[src/rtl/edge_sched.sv]
// edge_sched: schedules 3x3 pixel windows through an external edge detector.
//
// Accepts one window at a time from upstream, issues it to the detector with a
// single-cycle detValid pulse, waits for the detector result and presents it
// downstream until it is accepted. Only the IDLE state takes a new window.
//
// Ports
//   clk, nreset                        clock; synchronous active-low reset
//   winValid/winReady                  upstream window handshake
//   winPixels, winX, winY              window pixels [row][col] and centre coordinate
//   detValid, detPixels, detX, detY    detector start pulse and held window
//   detEdgeValid, detEdgeVal,
//   detEdgeX, detEdgeY                 detector result
//   outValid/outReady                  downstream result handshake
//   outEdge, outX, outY                forwarded result
//   busy                               a window is in flight
//   frameDone                          pulse on handing over the result at (639,479)
//   coordErr                           sticky: detector returned other coordinates
//   timeoutErr                         sticky: detector did not answer in time
//
// Build option
//   EDGE_SCHED_TIMEOUT_EN  give up on the detector after eight WAIT_RES cycles;
//                          when undefined, WAIT_RES waits forever and
//                          timeoutErr stays 0.
module edge_sched (
   input  logic                 clk,
   input  logic                 nreset,
   input  logic                 winValid,
   output logic                 winReady,
   input  logic [2:0][2:0][3:0] winPixels,
   input  logic [9:0]           winX,
   input  logic [8:0]           winY,
   output logic                 detValid,
   output logic [2:0][2:0][3:0] detPixels,
   output logic [9:0]           detX,
   output logic [8:0]           detY,
   input  logic [1:0]           detEdgeVal,
   input  logic                 detEdgeValid,
   input  logic [9:0]           detEdgeX,
   input  logic [8:0]           detEdgeY,
   output logic                 outValid,
   input  logic                 outReady,
   output logic [1:0]           outEdge,
   output logic [9:0]           outX,
   output logic [8:0]           outY,
   output logic                 busy,
   output logic                 frameDone,
   output logic                 coordErr,
   output logic                 timeoutErr
);

   typedef enum logic [1:0] {IDLE, ISSUE, WAIT_RES, HOLD} stateT;

   stateT      state;
   logic [2:0] waitCnt;

   // Gated by nreset so upstream never sees a ready while reset is held.
   assign winReady  = nreset && state == IDLE;
   assign busy      = state != IDLE;
   assign detValid  = state == ISSUE;
   assign outValid  = state == HOLD;
   assign frameDone = outValid && outReady && outX == 10'd639 && outY == 9'd479;

   always_ff @(posedge clk) begin
      if (!nreset) begin
         state      <= IDLE;
         waitCnt    <= 3'd0;
         detPixels  <= '0;
         detX       <= 10'd0;
         detY       <= 9'd0;
         outEdge    <= 2'd0;
         outX       <= 10'd0;
         outY       <= 9'd0;
         coordErr   <= 1'b0;
         timeoutErr <= 1'b0;
      end else begin
         case (state)
            IDLE: if (winValid) begin
               detPixels <= winPixels;
               detX      <= winX;
               detY      <= winY;
               state     <= ISSUE;
            end
            ISSUE: begin
               waitCnt <= 3'd0;
               state   <= WAIT_RES;
            end
            WAIT_RES: begin
               waitCnt <= waitCnt + 3'd1;
               // A result arriving on the last counted cycle still wins over the timeout.
               if (detEdgeValid) begin
                  outEdge  <= detEdgeVal;
                  outX     <= detEdgeX;
                  outY     <= detEdgeY;
                  coordErr <= coordErr | (detEdgeX != detX) | (detEdgeY != detY);
                  state    <= HOLD;
               end
`ifdef EDGE_SCHED_TIMEOUT_EN
               else if (waitCnt == 3'd7) begin
                  timeoutErr <= 1'b1;
                  state      <= IDLE;
               end
`endif
            end
            HOLD: if (outReady) state <= IDLE;
            default: state <= IDLE;
         endcase
      end
   end

endmodule

[config.mk]
export PLATFORM = sky130hd
export DESIGN_NAME = edge_sched
export DESIGN_NICKNAME = d
export VERILOG_FILES = /design/src/rtl/edge_sched.sv
export SDC_FILE = /design/constraint.sdc
export NUM_CORES = 1
export LEC_CHECK = 0
export CAP_MARGIN = 20
export CORE_ASPECT_RATIO = 1.5
export CORE_UTILIZATION = 35
export CTS_BUF_LIST = sky130_fd_sc_hd__clkbuf_4 sky130_fd_sc_hd__clkbuf_8
export DETAILED_ROUTE_END_ITERATION = 12
export GPL_TIMING_DRIVEN = 0
export PLACE_DENSITY = 0.71
export SKIP_CTS_REPAIR_TIMING = 1
export SLEW_MARGIN = 20
export SYNTH_ARGS = -nofsm -noshare
export SYNTH_HDL_FRONTEND = slang
export SYNTH_SLANG_ARGS = --single-unit
[constraint.sdc]
create_clock -name clk -period 2.8 [get_ports clk]
set_input_delay 0.56 -clock clk [delete_from_list [all_inputs] [get_ports clk]]
set_output_delay 0.56 -clock clk [all_outputs]
set_load 0.005 [all_outputs]
After elaboration in Yosys (flattened, before gate mapping)
Cells that the tools add are included.

storage, ports and cells
  flip-flop bits (word level) = 79
  latch bits = 0
  memory bits (writable) = 0
  ROM bits = 0
  memories kept = 0

cells by class
  add/subtract/negate cells = 0
  multipliers = 0
  div/mod/pow operators = 0
  magnitude comparators = 0
  eq/ne operators = 10
  shift operators = 0
  muxes and demuxes = 4
  bitwise gates (word level) = 2
  reductions and logical operators = 9

operator list
  operator                                                               count
  10-bit equality test, second input constant                            1
  10-bit != test                                                         1
  9-bit equality test, second input constant                             1
  9-bit != test                                                          1
  2-bit one-hot mux with 4 select lines                                  1
  2-bit two-way mux                                                      3
  2-bit equality test, second input constant                             2
  1-bit logical AND                                                      4
  2-bit != test, second input constant                                   2
  2-bit AND reduction                                                    2
  3-bit AND reduction                                                    1
  2-bit by 1-bit equality test with 1-bit output, second input constant  1
  2-bit logical NOT                                                      1
  2-bit by 1-bit != test with 1-bit output, second input constant        1
  1-bit bitwise OR                                                       2
  2-bit nonzero test                                                     1

Longest topological paths before layout
Gate-level depths: netlist of run 1.

  depth after elaboration = 4
  mapped depth = 7
  gate-level depth less buffers = 6

Least setup slack after synthesis of run 1
Ideal clock, no wire load.

  path kind = input -> output
  start = in outReady
  end = out frameDone
  arrival time = 1234 ps
  setup slack = 1006 ps
  cell stages on the path = 3
  cell sequence = nand4_1 -> or4_1 -> nor3_2

on the way
  longest elaborated chain between the ends = 3

RTL lines
  element                          RTL line  RTL
  start, declared                  42        input logic outReady,
  1-bit logical AND (3 in series)  62        assign frameDone = outValid && outReady && outX == 10'd639 && outY == 9'd479;
  end, declared                    47        output logic frameDone,

Every way passes these cells.

Worst setup path after layout of run 1
Ends and elaborated chain as after synthesis.

==> summary.txt, run 1 <==
Status
  • Outcome: completed

Power
  • Sequential Power Share: 40.9%
  • Power, Total: 0.00342 W
  • Net switching power: 0.00102 W
  • Leak: 1.94 nW
  • PwrDens: 652 mW/mm^2
  • Worst vdd ir: 0.357 mV
  • Logic pwr share: 32.9%
  • Clk network pwr share: 26.2%
  • Cell Int Power: 0.00240 W
  • Switching Fraction: 29.8%

Global routing
  • Initial antenna violation count: 0
  • Met2 GRT Util: 36.3%
  • Grt ovf: 0
  • Wire length of the first global-routing pass: 15500 um
  • GR peak layer: met2
  • Vias in the first global route: 3247
  • Largest net degree at the start of global routing: 13
  • GR Util met1: 23.0%
  • GR Layer Usage met3: 5.81%
  • All-Layer GR Usage: 21.0%

STA
  • Finish-stage setup viols: 0
  • Min Hold Slack: 0.452 ns
  • RSZ-0062 raised after global routing: no
  • Slew Viols, Final: 0
  • Final setup skew: 0.00499 ns
  • Max frequency: 0.406 GHz
  • Period minus WS final: 2.46 ns
  • Final hold vios: 0
  • Fin crit share: 88.0%

Floorplan
  • Die width: 81.1 um
  • Initial Utilization: 36.5%
  • Core Area: 0.00899 sq mm
  • Std cell rows: 42
  • Die Y: 121 um
  • IO Pins: 164
  • Die Area: 0.00978 sq mm

Critical path
  • Crit Path Max Fanout: 2
  • Critical path, cell by cell: clkdlybuf4s50_1 -> nand4_1 -> or4_1 -> nor3_2 -> dlymetal6s2s_1
  • Crit path buf inv count: 2
  • Largest stage delay, worst path: 0.52 ns
  • Setup CP Type: primary input to primary output
  • Crit. End Element: primary output
  • Critical Path RT: 2.24 ns
  • CP Launch Type: primary input
  • Crit-path slowest cell: clkdlybuf4s50_1
  • Worst EP arrival: 1.90 ns
  • Crit-path leading delay family: simple AND/OR/NAND/NOR gates

Routing
  • Post-route ant nets: 0
  • Vias/cell: 4.78
  • Via count: 3227
  • WL per Instance: 14.6 um
  • Starting DRT DRC Count: 88
  • Routed WL: 9850 um
  • Drt pass-1 iters: 4
  • Number of remaining DRC errors: 0

Clocking
  • Worst-path clk slew: 0.08 ns
  • Inserted Clock Buffers: 9
  • Clk sinks: 79
  • Worst-case clock buffer depth: 2
  • Root buf cell: clkbuf_8
  • CTS tree: done
  • Clock Latency Late Sink: 0.35 ns
  • CTS H-tree depth: 3

Run
  • Max Cap Violations: 0

Yosys
  • Sequential element share of the synthesized area: 48.2%
  • Yosys top cell area share: 48.2%
  • Syn_nets: 473
  • Most instantiated cells after synthesis: nand2_1, dfxtp_1, a21boi_1, a21boi_0, xnor2_1
  • Post-synth EDFFs: 0
  • Yosys top cell by area: dfxtp_1
  • Syn Area/Cell: 8.46 sq um
  • Cell with the most instances after synthesis: nand2_1
  • Cell count after synthesis: 388
  • Register bit count reported by yosys: 79
  • Yosys Warn Count: 0
  • Distinct cells, synth: 29
  • Main area contributors after synthesis: dfxtp_1, nand2_1, a21boi_1
  • Synth async-reset ratio: 0%
  • Post-Syn Area: 0.00328 sq mm
  • Ys flop type: dfxtp_1

Placement
  • PortBufs: 161
  • Placed Area: 0.00503 sq mm
  • Final GP Congestion: 0.791
  • Post-detail-place hpwl: 7660 um

Finish
  • Ant. Diodes: 0
  • Number of fill cells: 820
  • Final nets: 645
  • Area grow syn2layout: 59.8%
  • Layout cells sized above 1: 5.66%
  • Finished Cell Area: 0.00525 sq mm

Min path
  • Hold WC Path Type: flop to flop
power groups by stage:
stage | Clock (W) | Combinational, W | Sequential (W)
finish | 0.000896 | 0.00113 | 0.00140
global route | 0.000977 | 0.00124 | 0.00142
CTS | 0.000927 | 0.00114 | 0.00140
detailed placement | 0 | 0.00114 | 0.00143
global placement | 0 | 0.00112 | 0.00142
floorplan | 0 | 0.000514 | 0.00143
worst reg2reg max path, stage by stage, from the launching register on:
cell and delay [ns]:
dfxtp_1 0.39, inv_1 0.08, ha_1 0.27, nand2_1 0.36
clkbuf_1 0.41, nand2_1 0.11, a21boi_1 0.15
worst paths after layout:
path              endpoint  cells after the start  slack [ns]          from
min reg2reg   detPixels[1]                      2        0.45  detPixels[1]
max              frameDone                      5        0.34      outReady
min           detPixels[1]                      2        0.45  detPixels[1]
max reg2reg  detPixels[13]                      6        0.97      state[0]
per-stage QoR:
step / worst slack (ns) / util (%) / setup TNS [ns] / cells
floorplan: 1.01 / - / 0 / 388
global placement: -0.0408 / 56.0 / -0.0408 / 659
detailed placement: -0.0386 / 56.0 / -0.0386 / 659
CTS: -0.0456 / 58.4 / -0.0456 / 675
global route: 0.204 / 58.4 / 0 / 675
finish: 0.337 / 58.4 / 0 / 675
layout make-up:
| cell class | count | area [sq um] | share of cell area [%] |
|---|---|---|---|
| buffer | 23 | 135 | 2.57 |
| clock buffer | 13 | 173 | 3.29 |
| clock inverter | 3 | 40.0 | 0.763 |
| inverter | 5 | 18.8 | 0.358 |
| multi-input combinational | 281 | 1550 | 29.5 |
| sequential | 79 | 1580 | 30.1 |
| tap | 110 | 138 | 2.62 |
| timing repair buffer | 161 | 1610 | 30.8 |
registers in the layout, indices dropped and copies added, names as in the netlist:
signal,count
detY,9
coordErr,1
outEdge,2
detX,10
outX,10
outY,9
state,2
detPixels,36
layout by cell type, fill, tap and decap left out, drive strengths merged, types with 2 or more instances in the layout:
cell,netlist,routed
clkdlybuf4s50,0,160
nand2,156,156
dfxtp,79,79
a21boi,76,76
clkbuf,11,24
xnor2,12,12
buf,12,12
xor2,7,7
nand4,6,6
inv,5,5
ha,4,4
nor2,4,4
and2,2,2
nor2b,2,2
nor4,2,2
clkinv,0,2
nor3,2,2
per-layer routing:
metal | vias up | wire length [um]
met5 | - | 0
met4 | 0 | 301
met3 | 19 | 573
met2 | 117 | 4990
met1 | 1492 | 3980
li1 | 1599 | -
kinds of logic (layout without fill, tap and decap cells):
kind of cell	count (synthesis)	after routing	synth area share, %
AO/OA/AOI/OAI	80	80	18.4
XOR/XNOR	19	19	5.07
multiplexers	1	1	0.305
AND/OR/NAND/NOR	176	176	21.8
other	1	1	0.114
flip-flops	79	79	48.2
buffers and inverters	28	205	4.69
adder cells (fa/ha/maj)	4	4	1.52
(Power assumes the default switching activity.)
==> inputs of run 2 (changes only) <==
--- a/config.mk
+++ b/config.mk
@@ -7,6 +7,7 @@
 export LEC_CHECK = 0
 export CAP_MARGIN = 20
 export CORE_ASPECT_RATIO = 1.5
+export CORE_MARGIN = 2
 export CORE_UTILIZATION = 35
 export CTS_BUF_LIST = sky130_fd_sc_hd__clkbuf_4 sky130_fd_sc_hd__clkbuf_8
 export DETAILED_ROUTE_END_ITERATION = 12
==> run 2 against run 1 <==
Power rose by 3.9%. Die area rose by 4.2%. First-iteration DRC count rose by 56%. Count of clock-buffer cells in the layout fell by 3. Clock power rose by 15%. Sequential cell count did not move. Critical path depth fell by 1. Sequential power barely moved. Routed wire length rose by 0.62%. Design area rose by 0.74%. Non-clock buffer count did not move. Final cell count rose by 0.30%.
==> summary.txt, run 2 (synthesis results as in run 1) <==
Global routing
  • All-Layer GR Usage: 19.3%
  • Largest net degree at the start of global routing: 14
  • Met2 GRT Util: 35.2%
  • Wire length of the first global-routing pass: 15400 um
  • GR Util met1: 20.6%
  • Grt ovf: 0
  • Initial antenna violation count: 0
  • GR peak layer: met2
  • GR Layer Usage met3: 6.05%
  • Vias in the first global route: 3206

Power
  • Leak: 1.94 nW
  • PwrDens: 673 mW/mm^2
  • Switching Fraction: 29.0%
  • Cell Int Power: 0.00253 W
  • Worst vdd ir: 0.365 mV
  • Sequential Power Share: 39.5%
  • Clk network pwr share: 28.8%
  • Logic pwr share: 31.7%
  • Net switching power: 0.00103 W
  • Power, Total: 0.00356 W

Floorplan
  • Initial Utilization: 35.7%
  • Die Y: 123 um
  • Core Area: 0.00920 sq mm
  • IO Pins: 164
  • Die width: 83.1 um
  • Die Area: 0.0102 sq mm
  • Std cell rows: 43

Critical path
  • Crit-path slowest cell: or4_4
  • CP Launch Type: flop
  • FF-to-FF Start: state[0]
  • Crit. End Element: primary output
  • Crit Path Max Fanout: 3
  • Worst EP arrival: 2.07 ns
  • Setup CP Type: flop to primary output
  • Critical path, cell by cell: nand4_1 -> or4_4 -> nor3_2 -> clkdlybuf4s50_1
  • Crit path buf inv count: 1
  • Setup crit start: outY[0]
  • Crit-path leading delay family: simple AND/OR/NAND/NOR gates
  • Largest stage delay, worst path: 0.53 ns
  • Critical Path RT: 2.24 ns

Routing
  • Via count: 3216
  • Post-route ant nets: 0
  • Starting DRT DRC Count: 137
  • Number of remaining DRC errors: 0
  • WL per Instance: 14.6 um
  • Drt pass-1 iters: 5
  • Vias/cell: 4.75
  • Routed WL: 9910 um

Clocking
  • Root buf cell: clkbuf_8
  • Clock Latency Late Sink: 0.34 ns
  • Inserted Clock Buffers: 9
  • Worst-case clock buffer depth: 2
  • CTS tree: done
  • Clk sinks: 79
  • Worst-path clk slew: 0.08 ns
  • CTS H-tree depth: 3

Finish
  • Most common cell after layout, fill and taps aside: clkdlybuf4s50_1
  • Commonest non-fill, non-tap cells in the layout: clkdlybuf4s50_1, nand2_1, dfxtp_1, a21boi_1, a21boi_0
  • Final Non-Filler Cells: 677
  • Largest regs: detPixels: 36 flops, detX: 10 flops, outX: 10 flops
  • Final nets: 645
  • Ant. Diodes: 0
  • Area grow syn2layout: 61.0%
  • Finished Cell Area: 0.00529 sq mm
  • Layout cells sized above 1: 5.84%
  • Largest Register: detPixels
  • Max reg flops: 36

STA
  • Final setup skew: 0.00753 ns
  • RSZ-0062 raised after global routing: no
  • Period minus WS final: 2.63 ns
  • Final worst setup slack: 0.173 ns
  • Slew Viols, Final: 0
  • Finish-stage setup viols: 0
  • Final hold vios: 0
  • Fin crit share: 93.8%
  • Max frequency: 0.381 GHz
  • Min Hold Slack: 0.454 ns

Min path
  • Hold WC Path Type: flop to flop
  • Hold_sp: detPixels[12]

Run
  • Max Cap Violations: 0

Placement
  • Pre-CTS setup slack: -0.0903 ns
  • Post-detail-place hpwl: 7790 um
  • Dpl cells: 661
  • Placed Area: 0.00504 sq mm
  • PortBufs: 161
  • Final GP Congestion: 0.806

Status
  • Outcome: completed
==> run 2: changes by cell type in the layout (fill, tap and decap cells not counted), sizes merged <==
| cell | previous run | this run |
|---|---|---|
| bufinv | 1 | 3 |
| clkbuf | 24 | 21 |
| clkinvlp | 0 | 1 |
==> run 2: layer usage <==
| layer | wire, um | share of wire, % |
|---|---|---|
| met1 | 3780 | 38 |
| met2 | 5240 | 53 |
| met3 | 674 | 6.8 |
| met4 | 216 | 2.2 |
| met5 | 0 | 0 |
==> run 2: worst reg2reg max path, delay by kind of cell, from the launching register on <==
kind	cells	cell delay [ns]
buf+inv	2	0.47
simple gates	2	0.44
fa+ha+maj	1	0.27
flops	1	0.38
compound gates	1	0.15
==> run 2: final timing paths <==
| path | endpoint | slack, ns | cells after the start |
|---|---|---|---|
| min | detPixels[12] | 0.45 | 2 |
| max reg2reg | detPixels[18] | 1.03 | 6 |
| min reg2reg | detPixels[12] | 0.45 | 2 |
| max | frameDone | 0.17 | 4 |
==> run 2: final cells by class <==
type,count,area [sq um]
buffer,23,135
sequential,79,1580
multi-input combinational,281,1550
fill,840,3910
clock inverter,6,108
tap,112,140
inverter,5,18.8
clock buffer,10,138
timing repair buffer,161,1610
==> run 2: through the flow <==
step	TNS (ns)	util, %
5_1_grt	0	57.5
4_1_cts	-0.0989	57.4
6_report	0	57.5
3_3_place_gp	-0.101	54.7
2_1_floorplan	0	-
3_5_place_dp	-0.0903	54.7
==> run 2: power groups by stage <==
stage                     clock (W)  combinational, W  sequential, W
after floorplan                   0          0.000514        0.00143
after detailed placement          0           0.00114        0.00143
final                       0.00103           0.00113        0.00140
after CTS                   0.00105           0.00115        0.00140
after global placement            0           0.00112        0.00142
after global routing        0.00109           0.00125        0.00143
